<file path="config.mk">
export PLATFORM = sky130hd
export DESIGN_NAME = pc_fetch
export DESIGN_NICKNAME = d
export VERILOG_FILES = /design/src/rtl/pc_fetch_pkg.sv /design/src/rtl/pc_fetch_inst_queue.sv /design/src/rtl/pc_fetch.sv
export SDC_FILE = /design/constraint.sdc
export NUM_CORES = 1
export LEC_CHECK = 0
export ABC_AREA = 0
export CAP_MARGIN = 0
export CORE_ASPECT_RATIO = 1.2
export CORE_MARGIN = 3
export CORE_UTILIZATION = 40
export CTS_CLUSTER_DIAMETER = 100
export DETAILED_ROUTE_END_ITERATION = 6
export DONT_BUFFER_PORTS = 1
export PLACE_DENSITY = 0.58
export SYNTH_ARGS = -nofsm -noshare
export SYNTH_HDL_FRONTEND = slang
export SYNTH_SLANG_ARGS = --single-unit
</file>
<file path="constraint.sdc">
create_clock -name clk -period 10.48 [get_ports clk]
set_clock_uncertainty 0.05 [all_clocks]
set_input_delay 2.096 -clock clk [delete_from_list [all_inputs] [get_ports clk]]
set_output_delay 2.096 -clock clk [all_outputs]
set_load 0.02 [all_outputs]
</file>
<file path="src/rtl/pc_fetch_pkg.sv">
// rtl/pc_fetch_pkg.sv - shared types and helpers for the instruction-fetch stage
//
// Purpose: fetch FSM state encoding, bus widths and PC increment helper.
// Ports: none (package).
package pc_fetch_pkg;

    localparam int INST_ADDR_W = 32;
    localparam int INST_W      = 32;

    localparam logic [INST_ADDR_W-1:0] PC_STEP = 32'd4;

    typedef enum logic [1:0] {
        FETCH_ST   = 2'd0,
        WAIT_ST    = 2'd1,
        DISCARD_ST = 2'd2
    } fetch_state_t;

    // Sequential PC; wraps 32'hFFFF_FFFC -> 0 by plain 32-bit overflow.
    function automatic logic [INST_ADDR_W-1:0] next_pc(input logic [INST_ADDR_W-1:0] pc);
        return pc + PC_STEP;
    endfunction

endpackage

</file>
<file path="src/rtl/pc_fetch_inst_queue.sv">
// rtl/pc_fetch_inst_queue.sv - circular FIFO of fetched {pc, inst} pairs
//
// Purpose: buffers fetched words between memory and decode.
// Ports:
//   clk, rst                      clock, synchronous active-high reset
//   push, push_pc, push_inst      enqueue one entry
//   pop                           dequeue head (ignored when empty)
//   flush_keep_none               drop every entry, including a same-cycle pop/push
//   count                         current occupancy
//   head_valid, head_pc, head_inst  oldest entry
module pc_fetch_inst_queue
    import pc_fetch_pkg::*;
#(
    parameter int DEPTH = 2
) (
    input  logic                       clk,
    input  logic                       rst,
    input  logic                       push,
    input  logic [INST_ADDR_W-1:0]     push_pc,
    input  logic [INST_W-1:0]          push_inst,
    input  logic                       pop,
    input  logic                       flush_keep_none,
    output logic [$clog2(DEPTH):0]     count,
    output logic                       head_valid,
    output logic [INST_ADDR_W-1:0]     head_pc,
    output logic [INST_W-1:0]          head_inst
);

    localparam int PTR_W = $clog2(DEPTH);

    logic [INST_ADDR_W-1:0] pc_mem   [DEPTH];
    logic [INST_W-1:0]      inst_mem [DEPTH];
    logic [PTR_W-1:0]       rd_ptr;
    logic [PTR_W-1:0]       wr_ptr;
    logic                   pop_en;

    assign head_valid = (count != '0);
    assign pop_en     = pop && head_valid;
    assign head_pc    = pc_mem[rd_ptr];
    assign head_inst  = inst_mem[rd_ptr];

    always_ff @(posedge clk) begin
        if (rst || flush_keep_none) begin
            rd_ptr <= '0;
            wr_ptr <= '0;
            count  <= '0;
        end else begin
            if (push) begin
                wr_ptr <= wr_ptr + 1'b1;
            end
            if (pop_en) begin
                rd_ptr <= rd_ptr + 1'b1;
            end
            case ({push, pop_en})
                2'b10:   count <= count + 1'b1;
                2'b01:   count <= count - 1'b1;
                default: count <= count;
            endcase
        end
    end

    // Storage needs no reset: an entry is only observed once count covers it.
    always_ff @(posedge clk) begin
        if (push && !flush_keep_none) begin
            pc_mem[wr_ptr]   <= push_pc;
            inst_mem[wr_ptr] <= push_inst;
        end
    end

endmodule

</file>
<file path="src/rtl/pc_fetch.sv">
// rtl/pc_fetch.sv - RV32I instruction-fetch stage with one-outstanding memory reads
//
// Purpose: owns the fetch PC, issues word reads, queues returned words and
// presents the queue head to decode; applies decode's branch redirect.
// Ports:
//   clk, rst                          clock, synchronous active-high reset
//   stall                             decode cannot accept this cycle
//   br, br_addr                       redirect from decode
//   mem_req, mem_addr, mem_gnt        request channel (combinational accept)
//   mem_rvalid, mem_rdata             in-order response channel
//   id_valid, id_pc, id_inst          queue head towards decode
module pc_fetch
    import pc_fetch_pkg::*;
#(
    parameter int                     QUEUE_DEPTH = 2,
    parameter logic [INST_ADDR_W-1:0] RESET_PC    = 32'h0
) (
    input  logic                   clk,
    input  logic                   rst,
    input  logic                   stall,
    input  logic                   br,
    input  logic [INST_ADDR_W-1:0] br_addr,
    output logic                   mem_req,
    output logic [INST_ADDR_W-1:0] mem_addr,
    input  logic                   mem_gnt,
    input  logic                   mem_rvalid,
    input  logic [INST_W-1:0]      mem_rdata,
    output logic                   id_valid,
    output logic [INST_ADDR_W-1:0] id_pc,
    output logic [INST_W-1:0]      id_inst
);

    localparam int               CNT_W    = $clog2(QUEUE_DEPTH) + 1;
    localparam logic [CNT_W-1:0] FULL_CNT = CNT_W'(QUEUE_DEPTH);

    fetch_state_t           state, state_nxt;
    logic [INST_ADDR_W-1:0] fetch_pc, fetch_pc_nxt;
    logic [INST_ADDR_W-1:0] req_pc, req_pc_nxt;

    logic [CNT_W-1:0]       q_count;
    logic                   q_valid;
    logic [INST_ADDR_W-1:0] q_pc;
    logic [INST_W-1:0]      q_inst;

    logic                   take;
    logic                   redirect;
    logic                   req_raw;
    logic                   granted;
    logic                   push;

    assign take     = q_valid && !stall;
    assign redirect = take && br;
    // Space is reserved at request time: with one outstanding read and fetch as
    // the only producer, a granted response always finds a free slot.
    assign req_raw  = (state == FETCH_ST) && (q_count < FULL_CNT);
    assign granted  = req_raw && mem_gnt;

    always_ff @(posedge clk) begin
        if (rst) begin
            state    <= FETCH_ST;
            fetch_pc <= RESET_PC;
            req_pc   <= '0;
        end else begin
            state    <= state_nxt;
            fetch_pc <= fetch_pc_nxt;
            req_pc   <= req_pc_nxt;
        end
    end

    always_comb begin
        state_nxt    = state;
        fetch_pc_nxt = fetch_pc;
        req_pc_nxt   = req_pc;
        push         = 1'b0;
        case (state)
            FETCH_ST: begin
                if (granted) begin
                    req_pc_nxt   = fetch_pc;
                    fetch_pc_nxt = next_pc(fetch_pc);
                    state_nxt    = WAIT_ST;
                end
            end
            WAIT_ST: begin
                if (mem_rvalid) begin
                    push      = !redirect;
                    state_nxt = FETCH_ST;
                end
            end
            DISCARD_ST: begin
                if (mem_rvalid) begin
                    state_nxt = FETCH_ST;
                end
            end
            default: state_nxt = FETCH_ST;
        endcase
        // A redirect wins over the sequential PC; any read still in flight
        // after this cycle belongs to the wrong path and must be dropped.
        if (redirect) begin
            fetch_pc_nxt = br_addr;
            if (state_nxt == WAIT_ST) begin
                state_nxt = DISCARD_ST;
            end
        end
    end

    pc_fetch_inst_queue #(
        .DEPTH (QUEUE_DEPTH)
    ) u_queue (
        .clk             (clk),
        .rst             (rst),
        .push            (push),
        .push_pc         (req_pc),
        .push_inst       (mem_rdata),
        .pop             (take),
        .flush_keep_none (redirect),
        .count           (q_count),
        .head_valid      (q_valid),
        .head_pc         (q_pc),
        .head_inst       (q_inst)
    );

    assign mem_req  = !rst && req_raw;
    assign mem_addr = rst ? '0 : fetch_pc;
    assign id_valid = !rst && q_valid;
    assign id_pc    = id_valid ? q_pc : '0;
    assign id_inst  = id_valid ? q_inst : '0;

endmodule
</file>
Yosys cells after proc, flatten, opt, wreduce, memory -nomap -nowiden
Memories as Yosys holds them, arrays and structs flattened. A register that Yosys moved wholly into a read port is not among the register bits. Cells that the tools add are included.

Input bits: 70. Bits in writable memories: 128. Memories: 2. Register bits after elaboration: 70. Output and inout bits: 98. Logic and storage cells: 59.

Multiplexer cells: 20. Equality and inequality tests: 5. Reduce and logical (&&, ||, !) cells: 20. Order comparisons: 1. Add/sub/neg operators: 5.

Memory list: u_queue.inst_mem (depth 2, bits a word 32, rd ports 1, clocked after Yosys merged registers in 1, wr ports 1, line pc_fetch_inst_queue.sv:32) `logic [INST_W-1:0] inst_mem [DEPTH];`; u_queue.pc_mem (depth 2, bits a word 32, rd ports 1, clocked after Yosys merged registers in 1, wr ports 1, line pc_fetch_inst_queue.sv:31) `logic [INST_ADDR_W-1:0] pc_mem [DEPTH];`.

Operators by type and width (count): 32-bit two-way mux (6); 32-bit by 3-bit adder with 32-bit output, second input constant (1); 1-bit logical AND (8); 1-bit two-way mux (8); 2-bit two-way mux (4); 2-bit one-hot mux with 2 select lines (2); 2-bit nonzero test (4); 2-bit by 1-bit equality test with 1-bit output, second input constant (3); 2-bit equality test, second input constant (2); 2-bit AND reduction (2); 1-bit zero test (3); 1-bit adder, second input constant (2); 2-bit by 1-bit adder with 2-bit output, second input constant (1); 2-bit zero test (1); 2-bit less-than comparator, second input constant (1); 2-bit OR reduction (1); 2-bit by 1-bit subtractor with 2-bit output, second input constant (1); 1-bit logical OR (1).

Depth between registers and ports, before layout
Word-level depth: 9. Gate-level depth with buffers: 11. Gate-level depth less buffers: 9.

Cells and area by module
From an unflattened synthesis, not the netlist that was laid out.

Cells, all modules: 689. Area, all modules: 8483.1 um^2.

By module, submodules not included: pc_fetch_inst_queue (area an instance 4815.9 um^2, cells each 221, times used 1, sequential area each 3943.8 um^2); pc_fetch (area an instance 3667.3 um^2, cells each 468, times used 1, sequential area each 1321.3 um^2).

Worst setup path after synthesis
No wires, ideal clock.

Kind: input to register. Start: input port stall. End: memory u_queue.inst_mem[0][0] (enable). Arrival time: 5921 ps. Stages on the path: 7. Slack: 4022 ps. Buffers on the path: 2. Library setup time: 486 ps. Required time: 9944 ps. Cells stage by stage: o21bai_1 > inv_1 > nand2_1 > buf_2 > buf_1 > nand3_1 > nor2_1.

Longest elaborated chain between the ends: 9.

Ends and longest elaborated chain: start: declaration (line pc_fetch.sv:20) `input logic stall,`; 1-bit zero test * (line pc_fetch.sv:51) `assign take = q_valid && !stall;`; 1-bit logical AND * (line pc_fetch.sv:51); 1-bit logical AND * (line pc_fetch.sv:52) `assign redirect = take && br;`; 1-bit zero test * (line pc_fetch_inst_queue.sv:64, pc_fetch.sv:85); 1-bit two-way mux (line pc_fetch.sv:84) `if (mem_rvalid) begin`; 1-bit two-way mux (line pc_fetch.sv:75) `case (state)`; 1-bit logical AND * (line pc_fetch_inst_queue.sv:64) `if (push && !flush_keep_none) begin`; 1-bit two-way mux * (line pc_fetch_inst_queue.sv:64); 1-bit two-way mux (implied by the code) * (line pc_fetch_inst_queue.sv:66) `inst_mem[wr_ptr] <= push_inst;`; end: declaration (line pc_fetch_inst_queue.sv:32).

Every way passes the cells marked *; elsewhere a longest branch is shown, timed or not.

Final worst setup path
Start: input port rst. End: output port id_pc[31].

Longest elaborated chain between the ends: 3.

Ends and longest elaborated chain: start: declaration (line pc_fetch.sv:19) `input logic rst,`; 1-bit zero test (line pc_fetch.sv:124) `assign id_valid = !rst && q_valid;`; 1-bit logical AND (line pc_fetch.sv:124); 32-bit two-way mux (line pc_fetch.sv:125) `assign id_pc = id_valid ? q_pc : '0;`; end: declaration (line pc_fetch.sv:29) `output logic [INST_ADDR_W-1:0] id_pc,`.

Every way passes these cells.

==> results.py <==
metrics = {
    "status": {
        "run_status": "finished, final reports clean",
    },
    "finish": {
        "antenna-diode-count": 0,
        "layout_stage_area_growth_over_the_synthesis_result_pct": 9.508,
        "fin_cells": 985,
        "share_of_cells_above_drive_strength_1_pct": 6.250,
        "layout.nets": 782,
        "fillerInstances": 1880,
        "finish.utilization_pct": 44.81,
    },
    "logic_synthesis": {
        "post_synthesis_net_count": 802,
        "most_area_consuming_cells_after_synthesis": "edfxtp_1, dfxtp_1, mux2i_1, nor2_1, nand2_1",
        "yosysTopAreaCellShare_pct": 46.22,
        "synth_enable_flop_cells": 128,
        "syn_inst": 727,
        "ys_warn_count": 0,
        "avgSynthCellArea_um2": 11.44,
        "synth.largest_area_cell": "edfxtp_1",
        "syn-cell-area_mm2": 0.008317,
        "primary_flip_flop_cell_chosen_by_synthesis_mapping": "edfxtp_1",
        "yosys.cell_types.count": 41,
        "synthArstFlopShare_pct": 0,
        "synth.yosys.seq_area_share_pct": 63.31,
        "synth_seq_cells": 199,
    },
    "power_and_ir_drop": {
        "pwr-share-seq_pct": 51.0,
        "power.share.switching_pct": 31.81,
        "max-vdd-ir-drop_v": 0.0001062,
        "combPwrFrac_pct": 17.6,
        "switching_power_mw": 0.6154,
        "clkPwrFrac_pct": 31.4,
        "p_leak_nw": 2.800,
        "p_int_mw": 1.319,
        "cellPowerDensity_mw_per_mm2": 212.4,
    },
    "run": {
        "cap_violations": 0,
    },
    "critical_path": {
        "timing.setup.critical_path_class": "input port to output pin",
        "cp_max_fo": 104,
        "crit_required_ns": 8.33,
        "end_kind": "output pin",
        "cp-start-kind": "input port",
        "crit_arrival_ns": 3.13,
    },
    "global_route": {
        "grt_max_degree": 105,
        "antenna_found_initial": 0,
        "grtUsageTotal_pct": 16.09,
        "grt.overflow.total": 0,
        "global_route_wire_length_before_repair_mm": 28.19,
        "grt_pass1_vias": 5264,
    },
    "clocking": {
        "cts_root_buf": "clkbuf_16",
        "worst_skew_pair.late_latency_ns": 0.43,
        "tritoncts": "yes",
        "clk_transition_reported_paths_ns": 0.07,
        "post-cts-setup-buffer-count": 0,
        "cts_buffers": 17,
        "cts.sinks": 199,
        "clk_path_buf_depth": 2,
        "cts_resized": 0,
        "cts.hold.buffers_added": 0,
        "htree_num_levels": 4,
    },
    "drt": {
        "initialDrtViolationCount": 283,
        "detailroute.via_count": 5286,
        "route.detailed.vias_per_inst": 5.366,
        "drt-pass1-iter-count": 4,
        "drc": 0,
        "wirelength_mm": 18.06,
        "detail-route-antenna-nets": 0,
        "drt-wirelength-per-cell_um": 18.33,
    },
    "place": {
        "place_worst_setup_slack_ns": 5.233,
        "place_hpwl_mm": 12.01,
        "gpl.final_weighted_congestion": 0.8225,
        "dp.cells": 953,
        "placement.io_buffers": 0,
    },
    "die": {
        "start_util_pct": 40.92,
        "dieWidth_um": 137.6,
        "chipHeight_um": 164.0,
        "area_of_the_core_region_mm2": 0.02033,
        "num_io_pins": 168,
        "placementRows": 57,
        "dieArea_mm2": 0.02257,
    },
    "hold_path": {
        "holdCritPathClass": "flop to flop",
    },
    "sta": {
        "maxClockFrequency_mhz": 189.7,
        "timing.final.hold_violations": 0,
        "finalSetupTns_ns": 0,
        "worst_slew_margin_rel_pct": 25.21,
        "tightestPinTransition_ns": 1.122,
        "setup_ws_ns": 5.208,
        "maxSlewViolCount": 0,
        "grt_setup_unrepaired": "no",
        "fin_crit_sh_pct": 50.30,
        "finalWorstPathRequiredPeriod_ns": 5.272,
        "number_of_failing_setup_endpoints_in_the_final_timing_report": 0,
    },
}
power groups by stage:
| stage | Sequential (mW) | Clock [mW] | Combinational [mW] |
|---|---|---|---|
| floorplan | 0.958 | 0 | 0.315 |
| global placement | 1.00 | 0 | 0.339 |
| detailed placement | 1.00 | 0 | 0.346 |
| CTS | 0.987 | 0.626 | 0.348 |
| global route | 0.998 | 0.660 | 0.376 |
| finish | 0.986 | 0.608 | 0.341 |
cells in the mapped netlist (all sizes together), types with 12 or more instances:
master,number
edfxtp,128
buf,25
nand2,82
nand3,12
a211oi,13
dfxtp,71
clkbuf,21
nor2b,28
inv,13
o21ai,14
mux2i,64
a311oi,15
nor2,99
a21oi,44
per-layer routing:
metal | part of all wire (%) | track usage, % | wire length (um) | vias up
met1 | 42 | 19.96 | 7621 | 2518
li1 | - | - | - | 2590
met4 | 1.5 | 5.172 | 266 | 0
met2 | 48 | 26.20 | 8721 | 161
met3 | 8.0 | 5.699 | 1449 | 17
met5 | 0 | 0 | 0 | -
cells by family after synthesis:
| logic type | Yosys count | share of synthesized area [%] |
|---|---|---|
| DFF | 199 | 63.31 |
| buffers and inverters | 59 | 2.708 |
| xor gates and xnor gates | 12 | 1.264 |
| adders and majority gates | 5 | 0.7522 |
| and+or+nand+nor | 288 | 16.65 |
| muxes | 64 | 7.703 |
| AOI/OAI and AO/OA | 100 | 7.613 |
through the flow:
stage               hold slack, ns  cell area (um2)  total power, mW
floorplan                   0.3754             8317            1.273
global placement            0.3862             8557            1.340
detailed placement          0.3916             8557            1.351
CTS                         0.4085             9107            1.961
global route                0.4177             9107            2.034
finish                      0.4088             9107            1.934
state kept, by name, indices dropped and copies added (netlist names), named ones only:
signal / flops
state: 2
u_queue.pc_mem: 64
u_queue.count: 2
req_pc: 32
fetch_pc: 32
u_queue.wr_ptr: 1
u_queue.rd_ptr: 1
u_queue.inst_mem: 64
cells in the final DEF (no fill, tap or decap), types with 2 or more instances in the layout:
cell type   instances
edfxtp_1          128
nor2_1             97
nand2_1            81
dfxtp_1            70
mux2i_1            64
a21oi_1            44
nor2b_1            28
clkbuf_16          17
a311oi_1           15
inv_1              13
o21ai_0            13
a211oi_1           13
nand3_1            12
nand4_1            10
nor4_1             10
xnor2_1             9
and4_1              8
or3_1               8
or4_1               8
nor3_1              7
buf_4               7
o31ai_1             6
clkinvlp_4          6
ha_1                5
and3_1              4
and2_1              3
xor2_1              3
inv_6               3
nor2_4              2
nor3b_1             2
nand4b_1            2
a211o_1             2
clkinv_4            2
path summary, 6_finish.rpt:
check,cells after the start,startpoint,slack (ns),end
worst min register to register,0,req_pc[14]$_SDFFE_PP0P_,0.41,u_queue.pc_mem[0][14]$_DFFE_PP_
worst min-delay path,0,req_pc[14]$_SDFFE_PP0P_,0.41,u_queue.pc_mem[0][14]$_DFFE_PP_
worst max register to register,6,u_queue.count[1]$_SDFFE_PP0P_,7.52,u_queue.pc_mem[1][25]$_DFFE_PP_
worst max-delay path,4,rst,5.21,id_pc[31]
cell type report:
cell class                 count  area (um2)  area share, %
inverter                      13       48.80         0.5358
timing repair buffer           7       52.55         0.5770
clock inverter                14       121.4          1.333
multi-input combinational    469        2855          31.35
sequential                   199        5269          57.85
tap                          265       331.6          3.641
clock buffer                  18       429.2          4.712
worst max-delay path: stages:
cell and delay, ns:
inv_1 0.14, o21ai_4 0.07, buf_4 0.29, nor2_1 0.44
Note: power is estimated with default switching activity, not from simulation.
